## config.mk

```make
export PLATFORM = sky130hd
export DESIGN_NAME = uart_io_unit
export DESIGN_NICKNAME = d
export VERILOG_FILES = /design/src/rtl/io_pkg.sv /design/src/rtl/uart_rx.sv /design/src/rtl/uart_io_unit.sv
export SDC_FILE = /design/constraint.sdc
export NUM_CORES = 1
export LEC_CHECK = 0
export CAP_MARGIN = 10
export CELL_PAD_IN_SITES_DETAIL_PLACEMENT = 0
export CELL_PAD_IN_SITES_GLOBAL_PLACEMENT = 2
export CORE_ASPECT_RATIO = 1.75
export CORE_MARGIN = 8
export CORE_UTILIZATION = 35
export DETAILED_ROUTE_END_ITERATION = 8
export PLACE_DENSITY = 0.67
export SYNTH_ARGS = -nofsm -noshare
export SYNTH_HDL_FRONTEND = slang
export SYNTH_SLANG_ARGS = --single-unit
```

## constraint.sdc

```tcl
create_clock -name clk -period 3.9 [get_ports clk]
set_input_delay 0.585 -clock clk [delete_from_list [all_inputs] [get_ports clk]]
set_output_delay 0.585 -clock clk [all_outputs]
set_load 0.02 [all_outputs]
```

## src/rtl/io_pkg.sv

```systemverilog
// Shared types and constants for the memory-mapped UART port.
// No logic; imported by uart_rx and uart_io_unit.
// Holds the TX/RX state encodings and the frame width.
package io_pkg;

    localparam int UART_BITS = 8;

    typedef enum logic [1:0] {TX_IDLE, TX_START, TX_DATA, TX_STOP} tx_state_t;
    typedef enum logic [1:0] {RX_IDLE, RX_START, RX_DATA, RX_STOP} rx_state_t;

    function automatic logic [31:0] zext_byte(input logic [UART_BITS-1:0] b);
        return {{(32-UART_BITS){1'b0}}, b};
    endfunction

endpackage

```

## src/rtl/uart_rx.sv

```systemverilog
// UART receiver: 2-flop synchroniser, start-bit recheck at half bit, mid-bit sampling.
// Latency: rx_vld pulses one clock after the mid-stop-bit sample.
// Backpressure: none; the consumer must take rx_dat on the rx_vld cycle.
module uart_rx
    import io_pkg::*;
#(
    parameter int CLK_PER_HALF_BIT = 434
) (
    input  logic                 clk,
    input  logic                 rst,
    input  logic                 rxd,
    output logic [UART_BITS-1:0] rx_dat,
    output logic                 rx_vld
);

    localparam int BIT_CLKS = 2 * CLK_PER_HALF_BIT;
    localparam int CW       = $clog2(BIT_CLKS);
    localparam logic [CW-1:0] HALF_LAST = CW'(CLK_PER_HALF_BIT - 1);
    localparam logic [CW-1:0] BIT_LAST  = CW'(BIT_CLKS - 1);
    localparam logic [2:0]    IDX_LAST  = 3'(UART_BITS - 1);

    logic                 rxd_m;
    logic                 rxd_s;
    logic                 rxd_d;
    rx_state_t            state;
    logic [CW-1:0]        cnt;
    logic [2:0]           idx;
    logic [UART_BITS-1:0] shreg;

    always_ff @(posedge clk or posedge rst) begin
        if (rst) begin
            rxd_m  <= 1'b1;
            rxd_s  <= 1'b1;
            rxd_d  <= 1'b1;
            state  <= RX_IDLE;
            cnt    <= '0;
            idx    <= '0;
            shreg  <= '0;
            rx_dat <= '0;
            rx_vld <= 1'b0;
        end else begin
            rxd_m  <= rxd;
            rxd_s  <= rxd_m;
            rxd_d  <= rxd_s;
            rx_vld <= 1'b0;
            case (state)
                RX_IDLE: begin
                    if (rxd_d && !rxd_s) begin
                        state <= RX_START;
                        cnt   <= '0;
                    end
                end
                RX_START: begin
                    // A line back high at mid start bit was a glitch, not a frame.
                    if (cnt == HALF_LAST) begin
                        cnt   <= '0;
                        idx   <= '0;
                        state <= rxd_s ? RX_IDLE : RX_DATA;
                    end else begin
                        cnt <= cnt + 1'b1;
                    end
                end
                RX_DATA: begin
                    if (cnt == BIT_LAST) begin
                        cnt   <= '0;
                        shreg <= {rxd_s, shreg[UART_BITS-1:1]};
                        idx   <= idx + 1'b1;
                        if (idx == IDX_LAST) state <= RX_STOP;
                    end else begin
                        cnt <= cnt + 1'b1;
                    end
                end
                RX_STOP: begin
                    if (cnt == BIT_LAST) begin
                        cnt   <= '0;
                        state <= RX_IDLE;
                        if (rxd_s) begin
                            rx_dat <= shreg;
                            rx_vld <= 1'b1;
                        end
                    end else begin
                        cnt <= cnt + 1'b1;
                    end
                end
                default: state <= RX_IDLE;
            endcase
        end
    end

endmodule

```

## src/rtl/uart_io_unit.sv

```systemverilog
// Memory-mapped UART port: stores serialise onto txd, loads pop the RX FIFO. UART_OVF_EN adds rx_overflow.
// Latency: load data one clock after the pop; store frame starts the clock after acceptance.
// Backpressure: io_stall holds a load while the FIFO is empty and a store while TX is busy.
module uart_io_unit
    import io_pkg::*;
#(
    parameter int CLK_PER_HALF_BIT = 434,
    parameter int FIFO_LOG2        = 4
) (
    input  logic        clk,
    input  logic        rst,
    input  logic        io_re,
    input  logic        io_we,
    input  logic [7:0]  io_wdata,
    output logic [31:0] io_rdata,
    output logic        io_rvalid,
    output logic        io_stall,
    input  logic        rxd,
    output logic        txd
`ifdef UART_OVF_EN
    ,
    output logic        rx_overflow
`endif
);

    localparam int BIT_CLKS = 2 * CLK_PER_HALF_BIT;
    localparam int CW       = $clog2(BIT_CLKS);
    localparam logic [CW-1:0] BIT_LAST = CW'(BIT_CLKS - 1);
    localparam logic [2:0]    IDX_LAST = 3'(UART_BITS - 1);
    localparam int DEPTH = 1 << FIFO_LOG2;
    localparam logic [FIFO_LOG2:0] DEPTH_CNT = DEPTH[FIFO_LOG2:0];

    logic [UART_BITS-1:0] rx_dat;
    logic                 rx_vld;

    uart_rx #(.CLK_PER_HALF_BIT(CLK_PER_HALF_BIT)) u_rx (
        .clk    (clk),
        .rst    (rst),
        .rxd    (rxd),
        .rx_dat (rx_dat),
        .rx_vld (rx_vld)
    );

    logic [UART_BITS-1:0] fifo_mem [DEPTH];
    logic [FIFO_LOG2-1:0] rd_ptr;
    logic [FIFO_LOG2-1:0] wr_ptr;
    logic [FIFO_LOG2:0]   fifo_cnt;
    logic                 fifo_empty;
    logic                 fifo_full;

    tx_state_t            tx_state;
    logic [CW-1:0]        tx_cnt;
    logic [2:0]           tx_idx;
    logic [UART_BITS-1:0] tx_byte;
    logic                 tx_busy;

    logic store_acc;
    logic load_pop;
    logic push_ok;
    logic push_drop;

    assign fifo_empty = (fifo_cnt == '0);
    assign fifo_full  = (fifo_cnt == DEPTH_CNT);
    assign tx_busy    = (tx_state != TX_IDLE);

    // A simultaneous store wins; the load is dropped rather than popped.
    assign store_acc = io_we && !tx_busy;
    assign load_pop  = io_re && !io_we && !fifo_empty;
    assign push_ok   = rx_vld && (!fifo_full || load_pop);
    assign push_drop = rx_vld && fifo_full && !load_pop;
    assign io_stall  = (io_re && fifo_empty) || (io_we && tx_busy);

    always_ff @(posedge clk) begin
        if (push_ok) fifo_mem[wr_ptr] <= rx_dat;
    end

    always_ff @(posedge clk or posedge rst) begin
        if (rst) begin
            rd_ptr    <= '0;
            wr_ptr    <= '0;
            fifo_cnt  <= '0;
            io_rdata  <= '0;
            io_rvalid <= 1'b0;
        end else begin
            io_rvalid <= load_pop;
            if (load_pop) begin
                io_rdata <= zext_byte(fifo_mem[rd_ptr]);
                rd_ptr   <= rd_ptr + 1'b1;
            end
            if (push_ok) wr_ptr <= wr_ptr + 1'b1;
            case ({push_ok, load_pop})
                2'b10:   fifo_cnt <= fifo_cnt + 1'b1;
                2'b01:   fifo_cnt <= fifo_cnt - 1'b1;
                default: fifo_cnt <= fifo_cnt;
            endcase
        end
    end

`ifdef UART_OVF_EN
    always_ff @(posedge clk or posedge rst) begin
        if (rst)            rx_overflow <= 1'b0;
        else if (push_drop) rx_overflow <= 1'b1;
    end
`else
    logic unused_drop;
    assign unused_drop = push_drop;
`endif

    always_ff @(posedge clk or posedge rst) begin
        if (rst) begin
            tx_state <= TX_IDLE;
            tx_cnt   <= '0;
            tx_idx   <= '0;
            tx_byte  <= '0;
            txd      <= 1'b1;
        end else begin
            case (tx_state)
                TX_IDLE: begin
                    if (store_acc) begin
                        tx_byte  <= io_wdata;
                        tx_cnt   <= '0;
                        tx_state <= TX_START;
                        txd      <= 1'b0;
                    end
                end
                TX_START: begin
                    if (tx_cnt == BIT_LAST) begin
                        tx_cnt   <= '0;
                        tx_idx   <= '0;
                        tx_state <= TX_DATA;
                        txd      <= tx_byte[0];
                    end else begin
                        tx_cnt <= tx_cnt + 1'b1;
                    end
                end
                TX_DATA: begin
                    // tx_byte shifts right so the next bit to send is always at [1].
                    if (tx_cnt == BIT_LAST) begin
                        tx_cnt <= '0;
                        tx_idx <= tx_idx + 1'b1;
                        if (tx_idx == IDX_LAST) begin
                            tx_state <= TX_STOP;
                            txd      <= 1'b1;
                        end else begin
                            tx_byte <= {1'b0, tx_byte[UART_BITS-1:1]};
                            txd     <= tx_byte[1];
                        end
                    end else begin
                        tx_cnt <= tx_cnt + 1'b1;
                    end
                end
                TX_STOP: begin
                    if (tx_cnt == BIT_LAST) begin
                        tx_cnt   <= '0;
                        tx_state <= TX_IDLE;
                    end else begin
                        tx_cnt <= tx_cnt + 1'b1;
                    end
                end
                default: tx_state <= TX_IDLE;
            endcase
        end
    end

    a_no_re_we: assert property (@(posedge clk) disable iff (rst) !(io_re && io_we));

endmodule

```

==> impl_metrics.py <==
metrics = {
    "timing": {
        "clock_skew_ns": 0.01557,
        "period_share": 0.8057,
        "grt_setup_unrepaired": "no",
        "timing_worst_slew_pin_value_ns": 0.8042,
        "layout_min_cycle_time_ns": 3.142,
        "slew_headroom": 0.4614,
        "final_max_slew_viol_count": 0,
        "final-hold-violation-count": 0,
        "setup_viol_count_final": 0,
        "fmaxAchievable_mhz": 318.2,
        "tns_ns": 0,
    },
    "hold_path": {
        "hold_path_class": "flop to flop",
    },
    "global_routing": {
        "wire_length_of_the_first_global_routing_pass_mm": 31.66,
        "grt_pass1_vias": 5523,
        "total_routing_usage_gr": 0.1268,
        "globalRouteOverflowTotal": 0,
        "pin_count_of_the_biggest_net_entering_global_routing": 38,
        "grt_antenna_before_repair": 0,
    },
    "clocking": {
        "ctsHtreeMaxLevel": 1,
        "clock-root-buffer": "clkbuf_16",
        "clkSlewWorstSetupHoldPaths_ns": 0.07,
        "tritoncts_clock_tree": "done",
        "clk_sink_count": 209,
        "cts-hold-fix-buffers": 0,
        "cts-resized-gates": 0,
        "cts_buffer_depth": 3,
        "clk-insertion-delay-late_ns": 0.50,
        "cts_made_buffers": 20,
        "cts.repair_timing.setup_buffer_count": 0,
    },
    "setup_path": {
        "critPathSlowestCell": "or4_1",
        "worst_path_largest_cell_delay_ns": 0.69,
        "critical_path_peak_fanout": 6,
        "cp_top_family": "compound AO/OA/AOI/OAI gates",
        "timing.critical_path.buf_inv": 0,
        "critical_path.startpoint_type": "flop",
        "timing.critical_path.cells": "or4_1, o21ai_4, nor2_1, fa_1, a21o_1, a2111oi_0, a21oi_1, a211o_1",
        "critPathArrivalTime_ns": 3.54,
        "worst_ep_required_time_ns": 4.29,
        "cp-end-kind": "flop",
        "timing_worst_setup_path_type": "flop to flop",
    },
    "logic_synthesis": {
        "synth_seq_cells": 209,
        "mappedNetlistArea_sq_um": 9245,
        "synth_edf_count": 128,
        "synth-seq-area-share": 0.6355,
        "count_of_warnings_emitted_by_yosys": 0,
        "syn_avg_cell_area_sq_um": 15.13,
        "ys_types": 62,
        "post-synth-top-area-fraction": 0.4158,
        "syn-instance-count": 611,
        "post_synthesis_async_set_or_reset_flop_share": 0.3876,
        "synthDominantAreaCellType": "edfxtp_1",
        "top_post_synthesis_cells_by_area": "edfxtp_1 (42%), dfrtp_1 (21%), mux4_2 (8.0%)",
        "yosys_most_used_dff": "edfxtp_1",
    },
    "pwr": {
        "p_per_area_nw_per_um2": 450.7,
        "ir_worst_vdd_mv": 0.2323,
        "power.static_leakage_nw": 4.163,
    },
    "floorplan": {
        "floorplan.initialDensity": 0.3561,
        "fp-row-count": 78,
        "die-area_sq_um": 32080,
        "chipHeight_um": 231,
        "core_area_sq_um": 25960,
        "floorplan.io_pins": 48,
        "floorplan.die.width_um": 138.9,
    },
    "layout": {
        "mostFrequentLayoutCells": "edfxtp_1 (128), dfrtp_1 (76), nand2_1 (40)",
        "antenna-diode-count": 0,
        "finalNetCount": 681,
        "sequential_cell_area_sq_um": 5877,
        "area.growth.synth_to_final_pct": 12.53,
        "combined_area_of_the_multi_input_logic_cells_sq_um": 3095,
        "filler_cell_count": 2393,
        "mostFrequentLayoutCell": "edfxtp_1",
        "filler_free_cell_count_of_the_finished_design": 977,
        "layout-drive-gt1-share": 0.1918,
    },
    "place": {
        "dpl_cells": 941,
        "place.gp.congestion": 0.7912,
        "port_buffers": 23,
        "dp_hpwl_mm": 14.36,
    },
    "outcome": {
        "outcome": "finished, final reports clean",
    },
    "routing": {
        "dr_pass1_iterations": 4,
        "drc": 0,
        "via_count": 4967,
        "viasPerCell": 5.084,
        "routed_wire_length_per_instance_um": 20.21,
        "drt-initial-drc-count": 211,
        "detail-route-antenna-nets": 0,
        "total_routed_length_mm": 19.75,
    },
    "flow_run": {
        "maxCapViolCount": 0,
    },
}
[per-layer routing]
metal | vias up | track usage | share of wire
met5 | - | 0 | 0
met3 | 37 | 0.01653 | 0.025
met2 | 70 | 0.2532 | 0.58
li1 | 2309 | - | -
met1 | 2551 | 0.1261 | 0.36
met4 | 0 | 0.05929 | 0.034
[registers in the layout, summed over array words and instances (netlist names), named ones only]
signal / cells
rd_ptr: 4
u_rx.state: 1
fifo_cnt: 5
u_rx.rx_vld: 1
u_rx.rxd_s: 1
u_rx.shreg: 8
u_rx.idx: 3
tx_state: 2
io_rvalid: 1
tx_byte: 8
fifo_mem: 128
txd: 1
tx_idx: 3
io_rdata: 8
u_rx.rxd_m: 1
u_rx.rx_dat: 8
tx_cnt: 10
wr_ptr: 4
u_rx.rxd_d: 1
u_rx.cnt: 10
[synthesized netlist by cell type (3+ instances only)]
cell type  instances
buf_2              6
nand2b_1           5
nand2_1           40
nand4_1            9
edfxtp_1         128
ha_1              24
a211oi_1          14
a21oi_1            4
o211ai_1           4
and3_1             4
xor2_1             6
nor2b_1           12
o21ai_0           12
dfstp_2            4
xnor2_1           14
o311ai_1           3
mux2i_1           13
nor2_1            38
o2111ai_1          3
dfrtp_1           77
buf_1              3
nand3_1            7
clkbuf_1          12
mux2_2            36
inv_1             17
nor3_1            10
nor4_1             4
mux4_2            33
a21o_1             4
buf_4             26
[per-stage QoR]
stage	setup slack, ns	hold slack, ns	power (mW)	cell area, sq um	utilization
floorplan	1.079	0.3452	2.759	9331	-
global placement	0.5182	0.3459	2.820	9762	0.3760
detailed placement	0.5092	0.3495	2.830	9762	0.3760
CTS	0.7608	0.3621	4.756	10400	0.4008
global route	0.5234	0.3663	4.885	10400	0.4008
finish	0.7577	0.3619	4.689	10400	0.4008
[path summary, 6_finish.rpt]
| path | start | end | slack, ns | depth (start not counted) |
|---|---|---|---|---|
| worst max-delay path | fifo_cnt[0] | fifo_cnt[4] | 0.76 | 8 |
| worst min-delay path | u_rx.rxd_m | u_rx.rxd_s | 0.36 | 0 |
| worst max register to register | fifo_cnt[0] | fifo_cnt[4] | 0.76 | 8 |
| worst min register to register | u_rx.rxd_m | u_rx.rxd_s | 0.36 | 0 |
| max in group asynchronous | rst | u_rx.rxd_s | 2.54 | 3 |
| min in group asynchronous | rst | u_rx.cnt[5] | 0.51 | 2 |
[final cells by class]
type / count / share of cell area
clock inverters: 11 / 0.008779
inverters: 18 / 0.006615
flip-flops and latches: 209 / 0.5649
well taps: 320 / 0.03848
repair buffers: 35 / 0.03079
multi-input cells: 359 / 0.2975
clock buffers: 25 / 0.05292
[logic make-up (layout without fill, tap and decap cells)]
group	count (synthesis)	in the layout	share of synthesized area
AO/OA/AOI/OAI	65	65	0.05265
XOR/XNOR	20	20	0.01895
adder cells (fa/ha/maj)	25	25	0.03465
buffers and inverters	66	89	0.03898
flip-flops	209	209	0.6355
multiplexers	84	84	0.1420
other	1	24	0.0004056
AND/OR/NAND/NOR	141	141	0.07687
[power breakdown]
| group | leakage (nW) | internal, mW | switching [mW] |
|---|---|---|---|
| clock network | 0.300 | 1.08 | 0.833 |
| logic | 1.31 | 0.132 | 0.254 |
| registers | 2.55 | 2.36 | 0.0320 |
[worst register-to-register path: cells and delay by family, from the launching register on]
family,cells,cell delay (ns)
fa+ha+maj,1,0.43
compound gates,5,1.32
simple gates,2,0.84
flops,1,0.45
(Power assumes the default switching activity.)
